--- src/rtl/serial_parity_rx.sv ---
// Serial frame receiver: start, DATA_W data bits LSB first, parity, stop; one bit per bit_en strobe.
// Define SERIAL_PARITY_RX_ERR_CNT_EN to build the saturating error counter; otherwise err_cnt is tied to 0.
module serial_parity_rx #(
  parameter int DATA_W     = 8,
  parameter int ODD_PARITY = 0
) (
  input  logic              clk,
  input  logic              rst_n,
  input  logic              sdi,
  input  logic              bit_en,
  output logic [DATA_W-1:0] data_out,
  output logic              data_valid,
  output logic              parity_err,
  output logic              frame_err,
  output logic              busy,
  output logic [7:0]        err_cnt
);

  localparam int CNT_W = (DATA_W > 1) ? $clog2(DATA_W) : 1;
  localparam logic [CNT_W-1:0] LAST_CNT = CNT_W'(DATA_W - 1);
  localparam logic PAR_ODD = (ODD_PARITY != 0);

  typedef enum logic [1:0] {IDLE, DATA, PARITY, STOP} state_t;

  state_t            state_reg, state_next;
  logic [CNT_W-1:0]  cnt_reg;
  logic              acc_reg;
  logic              mismatch_reg;
  logic [DATA_W-1:0] shift_reg;
  logic [DATA_W-1:0] data_out_reg;
  logic              data_valid_reg;
  logic              parity_err_reg;
  logic              frame_err_reg;
  logic              stop_ok;
  logic              stop_bad;

  always_ff @(posedge clk or negedge rst_n) begin
    if (!rst_n) begin
      state_reg <= IDLE;
    end else begin
      state_reg <= state_next;
    end
  end

  always_comb begin
    state_next = state_reg;
    stop_ok    = 1'b0;
    stop_bad   = 1'b0;
    if (bit_en) begin
      case (state_reg)
        IDLE:   if (!sdi) state_next = DATA;
        DATA:   if (cnt_reg == LAST_CNT) state_next = PARITY;
        PARITY: state_next = STOP;
        STOP: begin
          state_next = IDLE;
          stop_ok    = sdi;
          stop_bad   = !sdi;
        end
        default: state_next = IDLE;
      endcase
    end
  end

  always_ff @(posedge clk or negedge rst_n) begin
    if (!rst_n) begin
      cnt_reg        <= '0;
      acc_reg        <= 1'b0;
      mismatch_reg   <= 1'b0;
      shift_reg      <= '0;
      data_out_reg   <= '0;
      data_valid_reg <= 1'b0;
      parity_err_reg <= 1'b0;
      frame_err_reg  <= 1'b0;
    end else begin
      data_valid_reg <= stop_ok;
      frame_err_reg  <= stop_bad;
      if (bit_en) begin
        case (state_reg)
          IDLE: begin
            if (!sdi) begin
              cnt_reg <= '0;
              acc_reg <= 1'b0;
            end
          end
          DATA: begin
            shift_reg[cnt_reg] <= sdi;
            acc_reg            <= acc_reg ^ sdi;
            cnt_reg            <= cnt_reg + CNT_W'(1);
          end
          PARITY: mismatch_reg <= acc_reg ^ sdi ^ PAR_ODD;
          STOP: begin
            // A bad stop bit leaves the previously delivered word and its parity flag intact.
            if (sdi) begin
              data_out_reg   <= shift_reg;
              parity_err_reg <= mismatch_reg;
            end
          end
          default: ;
        endcase
      end
    end
  end

  assign data_out   = data_out_reg;
  assign data_valid = data_valid_reg;
  assign parity_err = parity_err_reg;
  assign frame_err  = frame_err_reg;
  assign busy       = (state_reg != IDLE);

`ifdef SERIAL_PARITY_RX_ERR_CNT_EN
  logic [7:0] err_cnt_reg;

  // One count per faulty frame, even when both parity and stop bit are wrong.
  always_ff @(posedge clk or negedge rst_n) begin
    if (!rst_n) begin
      err_cnt_reg <= 8'd0;
    end else if (((stop_ok && mismatch_reg) || stop_bad) && (err_cnt_reg != 8'hFF)) begin
      err_cnt_reg <= err_cnt_reg + 8'd1;
    end
  end

  assign err_cnt = err_cnt_reg;
`else
  assign err_cnt = 8'd0;
`endif

endmodule

--- config.mk ---
export PLATFORM = sky130hd
export DESIGN_NAME = serial_parity_rx
export DESIGN_NICKNAME = d
export VERILOG_FILES = /design/src/rtl/serial_parity_rx.sv
export SDC_FILE = /design/constraint.sdc
export NUM_CORES = 1
export LEC_CHECK = 0
export ABC_AREA = 1
export BUFFER_PORTS_ARGS = -buffer_cell sky130_fd_sc_hd__buf_2
export CAP_MARGIN = 0
export CORE_MARGIN = 2
export CORE_UTILIZATION = 58
export DETAILED_ROUTE_END_ITERATION = 16
export PLACE_DENSITY = 0.93
export SYNTH_ARGS = -nofsm -noshare
export SYNTH_HDL_FRONTEND = slang
export SYNTH_SLANG_ARGS = --single-unit
--- constraint.sdc ---
create_clock -name clk -period 3.8 [get_ports clk]
set_input_delay 0.57 -clock clk [delete_from_list [all_inputs] [get_ports clk]]
set_output_delay 0.57 -clock clk [all_outputs]
set_load 0.005 [all_outputs]
# Word-level counts from Yosys, hierarchy flattened
# Cells that the tools add are included.
# Widths: inputs -> output; s select.
# classes
n_mux	14
reduce_logical	10
n_addsub	1
bitwise_logic	1
magnitude_cmp	2
eq_ne	6
# op_table
cell	count
$reduce_and 3->1	3
$bwmux 8	1
$pmux 2 s4	1
$mux 1	6
$pmux 3 s2	1
$eq 2x2->1 const B	2
$lt 3x4->1 const B	1
$mux 2	2
$ne 2x2->1 const B	2
$reduce_and 2->1	2
$reduce_bool 2->1	2
$add 3x1->3 const B	1
$demux 1 s3	1
$eq 3x3->1 const B	1
$ge 3x1->1 const B	1
$mux 3	1
$eq 2x1->1 const B	1
$logic_not 2->1	1
$pmux 1 s2	1
$logic_and 1x1->1	1
$logic_not 1->1	1
$xor 1x1->1	1
# word_totals
regBits	26
output_inout_bits	20
wordCells	43

# Depth between registers and ports, before layout
# logic_depth
ltp_word	5
depth_mapped	7
depth_no_buf	7

# Worst setup path before layout
# Ideal clock, no wire load.
# synth_path
path_type	register -> output
start	register state_reg[0]
end	output busy
arrival_time_ps	714
slack_ps	2516
stages_incl_launch_ff	4
cell_sequence	dfrtp_1 -> inv_1 -> ha_1 -> inv_1
# synth_between
elab_chain_len	1
# synth_rtl
item	line_no	source
start, declared	25	state_t state_reg, state_next;
start signal, assigned	41	state_reg <= state_next;
$reduce_bool 2->1	108	assign busy = (state_reg != IDLE);
end, declared	15	output logic busy,
# Every way passes these cells.

# Worst setup path after layout
# Ends and elaborated chain as after synthesis.

==> run_results.csv <==
group,metric,value,unit
run_status,status,"finished, final reports clean",
synthesis,synth-xor-area-share,0,
routing,initialDrtViolationCount,42,
worst_hold_path,hold_path.class,"in2async",
worst_setup_path,worstSetupStartpoint,"state_reg[0]$_DFFE_PN0P_",
sta,slew_violations,0,
sta,setup_viol,0,
sta,hold_viol,0,
synthesis,synth-edff-count,0,
routing,vias,984,
cts,cts_resized,0,
synthesis,synth.cell_area,1295,um^2
worst_setup_path,cp_top_family,"flip-flops",
die,initial_utilization,0.5969,
final_layout,num-fill-cells,187,
worst_setup_path,r2r_slack,2.38,ns
pwr,p_switching,0.3230,mW
synthesis,synth_fa_ha_area_frac,0.06763,
final_layout,nets,186,
global_route,grt_usage,0.2069,
worst_setup_path,crit_path_frequent_cell,"inv_1",
die,die_x,51.25,um
synthesis,synth_top_family_by_area,"simple AND/OR/NAND/NOR gates",
worst_setup_path,path_cells,"inv_1 -> ha_1 -> inv_1 -> buf_2",
final_layout,synthToLayoutAreaGrowth,5.604,%
synthesis,synth_area_per_cell,8.145,um^2
cts,cts_sinks,26,
run,cap_violations,0,
placed_design,hpwl,1865,um
worst_setup_path,reg2reg_depth,5,
pwr,power_frac_clock,0.134,
pwr,p_int,0.5047,mW
worst_setup_path,start_kind,"register",
global_route,grt_pass1_wl,3995,um
synthesis,synth_cell_types,14,
final_layout,ff_latch_area,650.6,um^2
cts,clockRootBuffer,"clkbuf_4",
pwr,seqPwrFrac,0.502,
die,die_h,51.25,um
cts,clkTransAtPathRegs,0.13,ns
routing,post_drt_wl_per_cell,11.62,um
cts,htree_levels,1,
synthesis,synth_top_area_frac,0.5024,
global_route,grt_pass1_vias,944,
sta,timing.fmax,556.0,MHz
sta,period_needed,1.799,ns
sta,fin_worst_skew,0.003643,ns
placed_design,placement.io_buffers,15,
synthesis,yosys.area_share.simple,0.2821,
worst_setup_path,arrival,1.23,ns
synthesis,synth_common_cells,"nand2_1 (72), dfrtp_1 (26), inv_1 (17)",
placed_design,dpl_cell_area,1345,um^2
final_layout,diodes,0,
pwr,p_sw_frac,0.3902,
worst_setup_path,endpoint,"busy",
worst_setup_path,max_stage_delay,0.43,ns
synthesis,seq_area_frac_synth,0.5024,
sta,period_share,0.4733,
routing,antenna_left,0,
worst_setup_path,r2r-end,"data_out[1]$_DFFE_PN0P_",
final_layout,drive_above_1_share,0.1272,
final_layout,multi_input_area,516.7,um^2
worst_setup_path,cpMaxStageDelayCell,"dfrtp_1",
synthesis,synth.largest_area_cell,"dfrtp_1",
synthesis,syn_inst,159,
worst_setup_path,worstPathMaxFanout,4,
global_route,overflow,0,
routing,dr.pass1.iters,4,
synthesis,synthArstFlopShare,1.000,
cts,insertion_delay,0.31,ns
synthesis,yosysMostFrequentCell,"nand2_1",
cts,clk_path_buf_depth,2,
synthesis,muxShareOfSynthArea,0,
synthesis,synth_compound_area_frac,0.02609,
global_route,grt_max_degree,27,
synthesis,ys_top_cells_by_area,"dfrtp_1 (50%), nand2_1 (21%), ha_1 (6.8%)",
sta,relSlewSlack,0.6353,
routing,drc_errors,0,
cts,hold_buffers,0,
global_route,antenna_found_initial,0,
worst_setup_path,required,3.23,ns
sta,rsz0062_at_grt,"no",
die,placementRows,17,
pwr,powerDensity,605.2,nW/um^2
pwr,p_leak,0.8503,nW
cts,cts_buffers,3,
sta,tightest_slew,0.5470,ns
final_layout,stdcell_area,1368,um^2
worst_setup_path,crit_cells,4,
die,io_pins,24,
worst_setup_path,critPathKind,"reg2out",
pwr,pwr-share-comb,0.365,
sta,setup_tns,0,ns
placed_design,finalWeightedCongestion,0.8743,
routing,via_per_inst,4.896,
die,core_area,2170,um^2
pwr,vdd_drop_max,0.0003223,V
worst_setup_path,endpoint_kind,"primary output",
synthesis,ys_ff_latch,26,
synthesis,yosysWarnings,0,
synthesis,ys.flop_type,"dfrtp_1",
routing,drt-total-wl,2336,um
worst_setup_path,timing.critical_path.buf_inv,3,
cts,post-cts-setup-buffers,0,
cts,cts_tree,"yes",
die,dieArea,2627,um^2
worst_setup_path,worstReg2RegStart,"state_reg[1]$_DFFE_PN0P_",
[per-stage QoR]
stage	hold slack, ns	cells	utilization	worst slack [ns]	total power [mW]
final	0.2210	201	0.6303	2.001	0.8277
after global routing	0.2557	201	0.6303	1.919	0.9050
after CTS	0.2394	201	0.6303	2.005	0.8344
after detailed placement	0.4649	198	0.6200	2.176	0.7239
after global placement	0.4555	198	0.6200	2.247	0.6887
after floorplan	0.2744	166	-	2.516	0.6231
[power by group through the flow]
stage	combinational [mW]	clock, mW	sequential [mW]
6_report	0.302	0.111	0.415
5_1_grt	0.355	0.124	0.426
4_1_cts	0.305	0.114	0.415
3_5_place_dp	0.302	0	0.422
3_3_place_gp	0.273	0	0.415
2_1_floorplan	0.213	0	0.410
[metal layers]
| layer | vias to the layer above | share of wire | GRT usage |
|---|---|---|---|
| li1 | 495 | - | - |
| met1 | 450 | 0.41 | 0.2452 |
| met2 | 36 | 0.53 | 0.3810 |
| met3 | 3 | 0.046 | 0.01754 |
| met4 | 0 | 0.0086 | 0.08772 |
| met5 | - | 0 | 0 |
[layout by cell type, fill, tap and decap left out]
| cell | n |
|---|---|
| buf_2 | 15 |
| clkbuf_4 | 3 |
| conb_1 | 8 |
| dfrtp_1 | 26 |
| ha_1 | 7 |
| inv_1 | 17 |
| inv_2 | 1 |
| nand2_1 | 72 |
| nand3_1 | 14 |
| nor2_1 | 2 |
| nor2_4 | 1 |
| o21ai_0 | 5 |
| o21ai_2 | 1 |
| or2_2 | 1 |
[cells by family after synthesis]
group / after synthesis
AOI/OAI and AO/OA: 6
adders and majority gates: 7
buffers and inverters: 29
DFF: 26
other: 1
and+or+nand+nor: 90
[worst min-delay path by stage]
stage / startpoint / endpoint / slack, ns / cells past startpoint
global placement: shift_reg[5]$_DFFE_PN0P_ / data_out[5]$_DFFE_PN0P_ / 0.46 / 2
global route: rst_n / data_out[1]$_DFFE_PN0P_ / 0.26 / 1
floorplan: rst_n / acc_reg$_DFFE_PN0P_ / 0.27 / 0
detailed placement: shift_reg[4]$_DFFE_PN0P_ / data_out[4]$_DFFE_PN0P_ / 0.46 / 2
finish: rst_n / data_out[1]$_DFFE_PN0P_ / 0.22 / 1
CTS: rst_n / data_out[1]$_DFFE_PN0P_ / 0.24 / 1
[area by class of cell]
type / instances / share of cell area
Clock buffer: 3 / 0.01647
Sequential cell: 26 / 0.4758
Inverter: 18 / 0.04941
Timing Repair Buffer: 15 / 0.05489
Multi-Input combinational cell: 111 / 0.3779
Tap cell: 28 / 0.02562
No activity file was read; power rests on OpenSTA's default activity.
